`config.mk`:
```
export PLATFORM = sky130hd
export DESIGN_NAME = digit_scan_controller
export DESIGN_NICKNAME = d
export VERILOG_FILES = /design/src/rtl/digit_scan_controller.sv
export SDC_FILE = /design/constraint.sdc
export NUM_CORES = 1
export LEC_CHECK = 0
export ABC_AREA = 1
export CAP_MARGIN = 5
export CORE_ASPECT_RATIO = 0.6
export CORE_MARGIN = 5
export CORE_UTILIZATION = 50
export CTS_CLUSTER_SIZE = 25
export DETAILED_ROUTE_END_ITERATION = 16
export DONT_BUFFER_PORTS = 1
export GPL_ROUTABILITY_DRIVEN = 0
export PLACE_DENSITY = 0.72
export SETUP_SLACK_MARGIN = 0.3
export SLEW_MARGIN = 40
export SYNTH_ARGS = -nofsm -noshare
export SYNTH_HDL_FRONTEND = slang
export SYNTH_SLANG_ARGS = --single-unit
export TNS_END_PERCENT = 10
```
`constraint.sdc`:
```
create_clock -name Clk -period 3.3 [get_ports Clk]
set_clock_uncertainty 0.2 [all_clocks]
set_input_delay 0.66 -clock Clk [delete_from_list [all_inputs] [get_ports Clk]]
set_output_delay 0.66 -clock Clk [all_outputs]
set_load 0.02 [all_outputs]
```
`src/rtl/digit_scan_controller.sv`:
```
// Scan sequencer for a 4-digit 7-segment display: steps the anode decoder
// select through digits 0..3 with a dwell time and a blanked guard gap.
module digit_scan_controller #(
  parameter int DWELL = 50000,
  parameter int GUARD = 2
) (
  input  logic        Clk,
  input  logic        Rst,
  input  logic        Enable,
  input  logic [15:0] Digits,
  input  logic [3:0]  BlankMask,
  output logic [1:0]  Sel,
  output logic        SelEn,
  output logic [3:0]  DigitOut,
  output logic        FrameStart
);

  typedef enum logic [1:0] {
    ST_IDLE   = 2'd0,
    ST_ACTIVE = 2'd1,
    ST_GUARD  = 2'd2
  } state_t;

  localparam logic [15:0] DWELL_LAST = 16'(DWELL - 1);
  localparam logic [15:0] GUARD_LAST = (GUARD > 0) ? 16'(GUARD - 1) : 16'd0;
  localparam bit          HAS_GUARD  = (GUARD > 0);

  state_t      state_q, state_d;
  logic [15:0] cnt_q, cnt_d;
  logic [1:0]  sel_q, sel_d;
  logic        sel_en_q, sel_en_d;
  logic [3:0]  digit_q, digit_d;
  logic        frame_q, frame_d;
  logic [15:0] dig_lat_q, dig_lat_d;
  logic [3:0]  mask_lat_q, mask_lat_d;

  logic        dwell_end;
  logic        guard_end;
  logic        advance;
  logic [1:0]  next_sel;

  function automatic logic [3:0] nibble_of(input logic [15:0] word, input logic [1:0] idx);
    nibble_of = word[{idx, 2'b00} +: 4];
  endfunction

  assign dwell_end = (cnt_q == DWELL_LAST);
  assign guard_end = (cnt_q == GUARD_LAST);
  assign next_sel  = sel_q + 2'd1;
  assign advance   = Enable && (((state_q == ST_ACTIVE) && dwell_end && !HAS_GUARD) ||
                                ((state_q == ST_GUARD) && guard_end));

  // State register
  always_ff @(posedge Clk) begin
    if (Rst) begin
      state_q <= ST_IDLE;
    end else begin
      state_q <= state_d;
    end
  end

  // Next-state logic
  always_comb begin
    state_d = state_q;
    case (state_q)
      ST_IDLE: begin
        if (Enable) state_d = ST_ACTIVE;
      end
      ST_ACTIVE: begin
        if (!Enable) begin
          state_d = ST_IDLE;
        end else if (dwell_end) begin
          state_d = HAS_GUARD ? ST_GUARD : ST_ACTIVE;
        end
      end
      ST_GUARD: begin
        if (!Enable) begin
          state_d = ST_IDLE;
        end else if (guard_end) begin
          state_d = ST_ACTIVE;
        end
      end
      default: state_d = ST_IDLE;
    endcase
  end

  // Output and datapath next values
  always_comb begin
    cnt_d      = cnt_q;
    sel_d      = sel_q;
    sel_en_d   = sel_en_q;
    digit_d    = digit_q;
    frame_d    = 1'b0;
    dig_lat_d  = dig_lat_q;
    mask_lat_d = mask_lat_q;

    case (state_q)
      ST_IDLE: begin
        sel_en_d = 1'b0;
        if (Enable) begin
          sel_d      = 2'd0;
          cnt_d      = 16'd0;
          dig_lat_d  = Digits;
          mask_lat_d = BlankMask;
          digit_d    = Digits[3:0];
          sel_en_d   = ~BlankMask[0];
          frame_d    = 1'b1;
        end
      end
      ST_ACTIVE, ST_GUARD: begin
        if (!Enable) begin
          sel_en_d = 1'b0;
          sel_d    = 2'd0;
          cnt_d    = 16'd0;
        end else if (advance) begin
          sel_d = next_sel;
          cnt_d = 16'd0;
          // Wrapping back to digit 0 is the one place a new frame is latched.
          if (sel_q == 2'd3) begin
            dig_lat_d  = Digits;
            mask_lat_d = BlankMask;
            digit_d    = Digits[3:0];
            sel_en_d   = ~BlankMask[0];
            frame_d    = 1'b1;
          end else begin
            digit_d  = nibble_of(dig_lat_q, next_sel);
            sel_en_d = ~mask_lat_q[next_sel];
          end
        end else if ((state_q == ST_ACTIVE) && dwell_end) begin
          sel_en_d = 1'b0;
          cnt_d    = 16'd0;
        end else begin
          cnt_d = cnt_q + 16'd1;
        end
      end
      default: begin
        sel_en_d = 1'b0;
        sel_d    = 2'd0;
        cnt_d    = 16'd0;
      end
    endcase
  end

  // Datapath and output registers
  always_ff @(posedge Clk) begin
    if (Rst) begin
      cnt_q      <= 16'd0;
      sel_q      <= 2'd0;
      sel_en_q   <= 1'b0;
      digit_q    <= 4'd0;
      frame_q    <= 1'b0;
      dig_lat_q  <= 16'd0;
      mask_lat_q <= 4'd0;
    end else begin
      cnt_q      <= cnt_d;
      sel_q      <= sel_d;
      sel_en_q   <= sel_en_d;
      digit_q    <= digit_d;
      frame_q    <= frame_d;
      dig_lat_q  <= dig_lat_d;
      mask_lat_q <= mask_lat_d;
    end
  end

  assign Sel        = sel_q;
  assign SelEn      = sel_en_q;
  assign DigitOut   = digit_q;
  assign FrameStart = frame_q;

endmodule

```
Word level (Yosys, flattened, before mapping)
Index checks and enable logic that the tools add are counted.
{"block": "totals", "regBits": 46, "in_bits": 23, "wordCells": 80}
{"block": "classes", "addsub": 2, "magnitude_cmp": 1, "eq_ne": 13, "shifts": 1, "n_mux": 43, "bitwise": 2, "n_reduce_logical": 10}
{"cell": "two-way mux 16 bit", "n": 8}
{"cell": "one-hot mux 16 bit (2 select lines)", "n": 2}
{"cell": "two-way mux 4 bit", "n": 8}
{"cell": "adder 16 x 1 -> 16 bit, second input constant", "n": 1}
{"cell": "== test 16 x 1 -> 1 bit, second input constant", "n": 1}
{"cell": "== test 16 bit, second input constant", "n": 1}
{"cell": "two-way mux 2 bit", "n": 8}
{"cell": "one-hot mux 4 bit (2 select lines)", "n": 2}
{"cell": "indexed part select 16 x 5 -> 4 bit", "n": 1}
{"cell": "two-way mux 1 bit", "n": 10}
{"cell": "inequality test 3 bit, second input constant", "n": 3}
{"cell": "inequality test 2 bit, second input constant", "n": 4}
{"cell": "one-hot mux 2 bit (3 select lines)", "n": 1}
{"cell": "AND reduction 5 bit", "n": 1}
{"cell": "== test 2 bit, second input constant", "n": 2}
{"cell": "inequality test 4 bit, second input constant", "n": 1}
{"cell": "one-hot mux 1 bit (2 select lines)", "n": 2}
{"cell": "one-hot mux 2 bit (2 select lines)", "n": 1}
{"cell": "AND reduction 4 bit", "n": 1}
{"cell": "logical AND 1 bit", "n": 3}
{"cell": "< comparator 2 x 3 -> 1 bit, second input constant", "n": 1}
{"cell": "AND reduction 3 bit", "n": 1}
{"cell": "adder 2 x 1 -> 2 bit, second input constant", "n": 1}
{"cell": "binary-select mux 1 bit (select 2 bit)", "n": 1}
{"cell": "6 further kinds", "n": 7}

Longest topological paths before layout
Gate-level depths: netlist of the first run.
{"block": "logic_depth", "depth_word": 8, "depth_mapped": 11, "ltp_nobuf": 11}

Worst setup path before layout of the first run
OpenSTA, ideal clock, no wires.
{"block": "synth_timing", "kind": "input to register", "start": "input Enable", "end": "register cnt_q[1]", "setup_ns": 0.124, "arrival_time_ns": 1.577, "required_time_ns": 2.976, "path_slack_ns": 1.400, "path_stages": 6, "path_buffers": 2, "cell_sequence": "buf_2 > nor2_2 > inv_1 > clkbuf_1 > o21ai_0 > nor2_4"}
{"block": "synth_via", "elab_chain_cells": 4, "word_cells_on_any_way": 5}
{"element": "from (decl)", "line": "9", "source": "input logic Enable,"}
{"element": "logical AND 1 bit", "line": "49", "source": "assign advance = Enable && (((state_q == ST_ACTIVE) && dwell_end && !HAS_GUARD) ||"}
{"element": "two-way mux 16 bit", "line": "114", "source": "end else if (advance) begin"}
{"element": "two-way mux 16 bit", "line": "110", "source": "if (!Enable) begin"}
{"element": "one-hot mux 16 bit (2 select lines)", "line": "96", "source": "case (state_q)"}
{"element": "to (signal assigned)", "line": "154", "source": "cnt_q <= cnt_d;"}
{"element": "to (decl)", "line": "29", "source": "logic [15:0] cnt_q, cnt_d;"}
Parallel ways exist; a longest one is shown, timed or not.
A chain may end at the register's enable or synchronous reset.

Final worst setup path of the first run
{"block": "layout_timing", "start": "register state_q[0]", "end": "register dig_lat_q[10]"}
{"block": "layout_via", "elab_chain_cells": 5, "word_cells_on_any_way": 13}
{"element": "from (decl)", "line": "28", "source": "state_t state_q, state_d;"}
{"element": "from (signal assigned)", "line": "57", "source": "state_q <= state_d;"}
{"element": "== test 2 bit", "line": "50, 96"}
{"element": "logical AND 1 bit", "line": "50", "source": "((state_q == ST_GUARD) && guard_end));"}
{"element": "logical AND 1 bit", "line": "49"}
{"element": "inequality test 2 bit (no line)"}
{"element": "AND reduction 5 bit (no line)"}
{"element": "to (signal assigned)", "line": "159", "source": "dig_lat_q <= dig_lat_d;"}
{"element": "to (decl)", "line": "34", "source": "logic [15:0] dig_lat_q, dig_lat_d;"}
Parallel ways exist; a longest one is shown, timed or not.

==> results.sh, run 1 <==
export IMPL_status="complete, no violations"
export IMPL_yosysSeqAreaShare_pct=32.25
export IMPL_netlist_area_mm2=0.002855
export IMPL_worstMarginPinSlew_ns=0.4149
export IMPL_place_area_mm2=0.002910
export IMPL_grt_setup_unrepaired="no"
export IMPL_cts_setup_buffers=0
export IMPL_synth_top_area_cell="dfxtp_1"
export IMPL_synth_top_area_share_pct=32.25
export IMPL_fillCellCount=554
export IMPL_synthDistinctLibCells=25
export IMPL_max_vdd_ir_drop_uv=381.2
export IMPL_clock_sinks=46
export IMPL_rows=21
export IMPL_syn_to_final_growth_pct=5.653
export IMPL_yosys_warnings=0
export IMPL_arrival_ns=2.28
export IMPL_wl_per_cell_um=12.89
export IMPL_hold_viol_final=0
export IMPL_initial_core_util_pct=51.50
export IMPL_synth_seq_cells=46
export IMPL_fin_crit_sh_pct=68.09
export IMPL_dp_cells=522
export IMPL_drt_iter0_drc=329
export IMPL_clk_pin_slew_worst_paths_ns=0.09
export IMPL_dieArea_mm2=0.007371
export IMPL_cts_resized_gates=0
export IMPL_die_h_um=68.54
export IMPL_grt_max_degree=22
export IMPL_p_leak_nw=1.422
export IMPL_ant_nets=0
export IMPL_fin_setup_tns_ns=0
export IMPL_gr_usage_all_layers_pct=19.50
export IMPL_synth_edff_count=0
export IMPL_crit_type="register to register"
export IMPL_drt_total_wl_um=6834
export IMPL_grt_pass1_wl_um=11310
export IMPL_io_buffers=0
export IMPL_vias_per_cell=5.045
export IMPL_drv_cap=0
export IMPL_register_area_um2=920.9
export IMPL_min_path_type="input pin to register"
export IMPL_fin_ws_ns=1.053
export IMPL_fmax_mhz=445.0
export IMPL_cts_root_buffer="clkbuf_8"
export IMPL_pre_cts_slack_ns=1.097
export IMPL_diodes=0
export IMPL_fin_nets=479
export IMPL_worstSkewPairLatency_ns=0.29
export IMPL_setup_viol=0
export IMPL_maxSlewHeadroom_pct=72.31
export IMPL_p_total_mw=2.380
export IMPL_antenna_found_initial=0
export IMPL_grt_pass1_vias=2346
export IMPL_hpwl_um=5083
export IMPL_fin_area_mm2=0.003017
export IMPL_ys_flop_type="dfxtp_1"
export IMPL_drv_slew=0
export IMPL_firstDrtPassIters=5
export IMPL_pin_count=31
export IMPL_syn_mean_instance_area_um2=6.303
export IMPL_synth_area_leaders="dfxtp_1 (32%), nand2_1 (14%), inv_1 (11%)"
export IMPL_async_flop_share_pct=0
export IMPL_endpoint_kind="register"
export IMPL_die_w_um=107.6
export IMPL_syn_nets=483
export IMPL_core_area_mm2=0.005544
export IMPL_grt_overflow_total=0
export IMPL_layout_drive_gt1_share_pct=8.000
export IMPL_cts_buffer_depth=2
export IMPL_cp_start_kind="register"
export IMPL_drc=0
export IMPL_cts_tree="built"
export IMPL_netlist_instances=453
export IMPL_powerDensity_mw_per_mm2=789.1
export IMPL_fin_crit_ns=2.247
export IMPL_crit_required_ns=3.34
export IMPL_path_max_fanout=16
export IMPL_fin_cells=530
export IMPL_numCtsBuffers=5
export IMPL_ctsHoldBuffers=0
export IMPL_via_count=2674
export IMPL_cts_htree_levels=2
export IMPL_multiInputGateArea_mm2=0.001518
[final timing paths]
kind | slack [ns] | cells after the start | from | to
worst max register to register | 1.05 | 12 | state_q[0]$_SDFFE_PP0P_ | dig_lat_q[10]$_SDFFE_PP0P_
worst min register to register | 0.32 | 4 | mask_lat_q[0]$_SDFFE_PP0P_ | mask_lat_q[0]$_SDFFE_PP0P_
worst min-delay path | 0.22 | 1 | Rst | DigitOut[0]$_SDFFE_PP0P_
worst max-delay path | 1.05 | 12 | state_q[0]$_SDFFE_PP0P_ | dig_lat_q[10]$_SDFFE_PP0P_
[registers in the layout, summed over array words and instances, names as in the netlist]
| signal | flops |
|---|---|
| state_q | 2 |
| DigitOut | 4 |
| mask_lat_q | 4 |
| dig_lat_q | 16 |
| cnt_q | 16 |
| Sel | 2 |
| SelEn | 1 |
| FrameStart | 1 |
[report_power, final]
part	total (mW)	internal [mW]	switching [mW]
Clock	0.420	0.227	0.193
Combinational	1.19	0.376	0.814
Sequential	0.772	0.672	0.100
[cells in the mapped netlist (2+ instances only)]
library cell	number
nand2_1	109
inv_1	82
nor2_1	66
dfxtp_1	46
nand4_1	28
nand3_1	21
a21oi_1	20
o21ai_0	18
nor2_4	10
buf_2	8
clkbuf_1	8
ha_1	7
nor2_2	7
xor2_1	5
nor3_1	4
xnor2_1	3
nand2_2	2
nand3_2	2
[cells by family (layout without fill, tap and decap cells)]
logic type / after synthesis / in the layout / share of synthesized area [%]
buffers and inverters: 102 / 99 / 14.59
and+or+nand+nor: 250 / 250 / 40.53
adders and majority gates: 7 / 7 / 3.067
AOI/OAI and AO/OA: 40 / 40 / 7.099
xor gates and xnor gates: 8 / 8 / 2.454
DFF: 46 / 46 / 32.25
[critical path, cell delays in order, from the launching register on]
cell	delay [ns]
dfxtp_1	0.39
inv_1	0.09
ha_1	0.25
inv_1	0.10
nor2_2	0.04
buf_4	0.17
inv_1	0.08
buf_4	0.20
nand3_1	0.20
buf_4	0.26
nand2_1	0.08
inv_1	0.04
nor2_1	0.09
[through the flow]
step | hold slack [ns] | utilization (%)
2_1_floorplan | 0.2830 | -
3_3_place_gp | 0.2936 | 52.49
3_5_place_dp | 0.3011 | 52.49
4_1_cts | 0.2167 | 54.41
5_1_grt | 0.2033 | 54.41
6_report | 0.2245 | 54.41
[placed cells by master (no fill, tap or decap), types with 4 or more instances in the layout]
master and instances:
nand2_1 109, inv_1 82, nor2_1 66, dfxtp_1 46, nand4_1 28, nand3_1 21, a21oi_1 20, o21ai_0 18
nor2_4 10, buf_4 8, nor2_2 7, ha_1 7, xor2_1 5, clkbuf_8 5, nor3_1 4
[layer usage]
metal / GRT usage [%] / vias up / routed length (um)
li1: - / 1383 / -
met1: 31.40 / 1177 / 3758
met2: 25.70 / 108 / 2438
met3: 4.093 / 6 / 580
met4: 4.252 / 0 / 56
met5: 0 / - / 0
[layout make-up]
class / count / area share, %
Timing Repair Buffer: 8 / 1.991
Clock inverter: 1 / 0.9954
Multi-Input combinational cell: 305 / 50.31
Clock buffer: 7 / 2.530
Inverter: 83 / 10.33
Tap cell: 80 / 3.318
Sequential cell: 46 / 30.53
Power figures use the tool's default switching activity.
==> run 2: changes to the inputs <==
- PLACE_DENSITY: 0.72 -> 0.75
- clock period: 3.3 -> 1.9 ns (I/O delays scaled with it)
==> results.sh, run 2 (synthesis results as in run 1) <==
export IMPL_cts_tree="built"
export IMPL_r2r_end="dig_lat_q[14]$_SDFFE_PP0P_"
export IMPL_io_buffers=0
export IMPL_rows=21
export IMPL_drv_slew=0
export IMPL_arrival_ns=1.87
export IMPL_grt_pass1_vias=2614
export IMPL_fin_area_mm2=0.003535
export IMPL_die_h_um=68.54
export IMPL_pin_count=31
export IMPL_reg2reg_depth=11
export IMPL_worstSkewPairLatency_ns=0.32
export IMPL_reg2reg_slack_ns=0.09
export IMPL_hold_path_end="FrameStart$_SDFF_PP0_"
export IMPL_fin_cells=556
export IMPL_via_count=2874
export IMPL_max_vdd_ir_drop_uv=672.7
export IMPL_hp_start="Enable"
export IMPL_gr_usage_all_layers_pct=21.97
export IMPL_setup_viol=0
export IMPL_crit_type="register to register"
export IMPL_die_w_um=107.6
export IMPL_drv_cap=0
export IMPL_hold_depth=2
export IMPL_final_util_pct=63.76
export IMPL_dieArea_mm2=0.007371
export IMPL_cts_buffer_depth=2
export IMPL_diodes=0
export IMPL_holdWs_ns=0.03075
export IMPL_endpoint_kind="register"
export IMPL_core_area_mm2=0.005544
export IMPL_layout_common_cells="nand2_1 (99), inv_1 (73), nor2_1 (57), dfxtp_1 (32), nand4_1 (28)"
export IMPL_initial_core_util_pct=51.50
export IMPL_grt_setup_unrepaired="yes"
export IMPL_p_leak_nw=1.635
export IMPL_cp_start_kind="register"
export IMPL_vias_per_cell=5.169
export IMPL_dp_cells=536
export IMPL_path_max_fanout=5
export IMPL_fmax_mhz=553.0
export IMPL_antenna_found_initial=0
export IMPL_place_area_mm2=0.003113
export IMPL_powerDensity_mw_per_mm2=1414
export IMPL_ant_nets=0
export IMPL_clk_pin_slew_worst_paths_ns=0.09
export IMPL_fin_crit_ns=1.808
export IMPL_cts_root_buffer="clkbuf_8"
export IMPL_grt_max_degree=21
export IMPL_fin_nets=505
export IMPL_status="complete, no violations"
export IMPL_fin_crit_sh_pct=95.18
export IMPL_grt_overflow_total=0
export IMPL_syn_to_final_growth_pct=23.79
export IMPL_r2r_start="cnt_q[1]$_SDFFE_PP0P_"
export IMPL_worstMarginPinSlew_ns=0.3687
export IMPL_reg_largest_list="cnt_q: 16 flops, dig_lat_q: 16 flops"
export IMPL_crit_required_ns=1.96
export IMPL_numCtsBuffers=5
export IMPL_wl_per_cell_um=14.06
export IMPL_hpwl_um=5390
export IMPL_cts_htree_levels=2
export IMPL_final_common_cell="nand2_1"
export IMPL_clock_sinks=46
export IMPL_fin_setup_tns_ns=0
export IMPL_firstDrtPassIters=5
export IMPL_drt_iter0_drc=336
export IMPL_maxSlewHeadroom_pct=75.39
export IMPL_grt_pass1_wl_um=12680
export IMPL_drc=0
export IMPL_layout_drive_gt1_share_pct=24.58
export IMPL_hold_viol_final=0
export IMPL_drt_total_wl_um=7818
export IMPL_min_path_type="input pin to register"
[run 2: per-layer routing]
layer,vias to the layer above,GRT usage (%),wire (um)
li1,1442,-,-
met5,-,0,0
met2,132,32.20,3178
met1,1290,32.40,3779
met3,10,4.837,769
met4,0,6.142,89
[run 2: layout make-up]
cell class,instances,area [um2]
Clock inverter,3,21.27
Fill cell,479,2009
Multi-Input combinational cell,305,1727
Sequential cell,46,943.4
Tap cell,80,100.1
Clock buffer,5,68.82
Inverter,83,316.6
Timing Repair Buffer,34,357.8
[run 2: worst max path at each step]
stage | from | to | slack, ns | cells past startpoint
2_1_floorplan | state_q[0]$_SDFFE_PP0P_ | cnt_q[4]$_SDFFE_PP0P_ | 0.27 | 8
3_5_place_dp | state_q[1]$_SDFFE_PP0P_ | Sel[0]$_SDFFE_PP0P_ | 0.07 | 9
4_1_cts | cnt_q[7]$_SDFFE_PP0P_ | dig_lat_q[4]$_SDFFE_PP0P_ | 0.16 | 11
6_report | cnt_q[1]$_SDFFE_PP0P_ | dig_lat_q[14]$_SDFFE_PP0P_ | 0.09 | 11
3_3_place_gp | cnt_q[8]$_SDFFE_PP0P_ | cnt_q[3]$_SDFFE_PP0P_ | 0.11 | 8
5_1_grt | Sel[0]$_SDFFE_PP0P_ | DigitOut[3]$_SDFFE_PP0P_ | -0.00008 | 9
[run 2: timing repair]
item / in CTS / in global routing
endpoints found under the hold margin: 4 / 0
endpoints found under the setup margin: 46 / 46
hold buffers: 1 / 0
setup buffers: 7 / 1
cloned: 0 / 3
pin swaps: 13 / 19
gates resized for setup: 46 / 22
[run 2: critical path, cell delays in order (launching register included)]
cell and delay [ns]:
dfxtp_4 0.38, inv_4 0.06, ha_4 0.12, nand2_4 0.07, nor2_4 0.10, nand4_1 0.12
nand2_2 0.16, nand3_4 0.16, clkbuf_16 0.21, nand2_2 0.05, inv_1 0.04, nor2_1 0.08
[run 2: per-stage QoR]
stage | power (mW) | setup slack (ns)
2_1_floorplan | 3.066 | 0.2681
3_3_place_gp | 3.576 | 0.1125
3_5_place_dp | 3.647 | 0.06572
4_1_cts | 4.525 | 0.1614
5_1_grt | 5.342 | -0.00007860
6_report | 4.997 | 0.09158
[run 2: power breakdown]
group	leakage [nW]	internal, mW	total [mW]	switching [mW]
clock network	0.0441	0.259	0.634	0.375
logic	1.21	1.27	3.00	1.73
registers	0.383	1.18	1.36	0.185
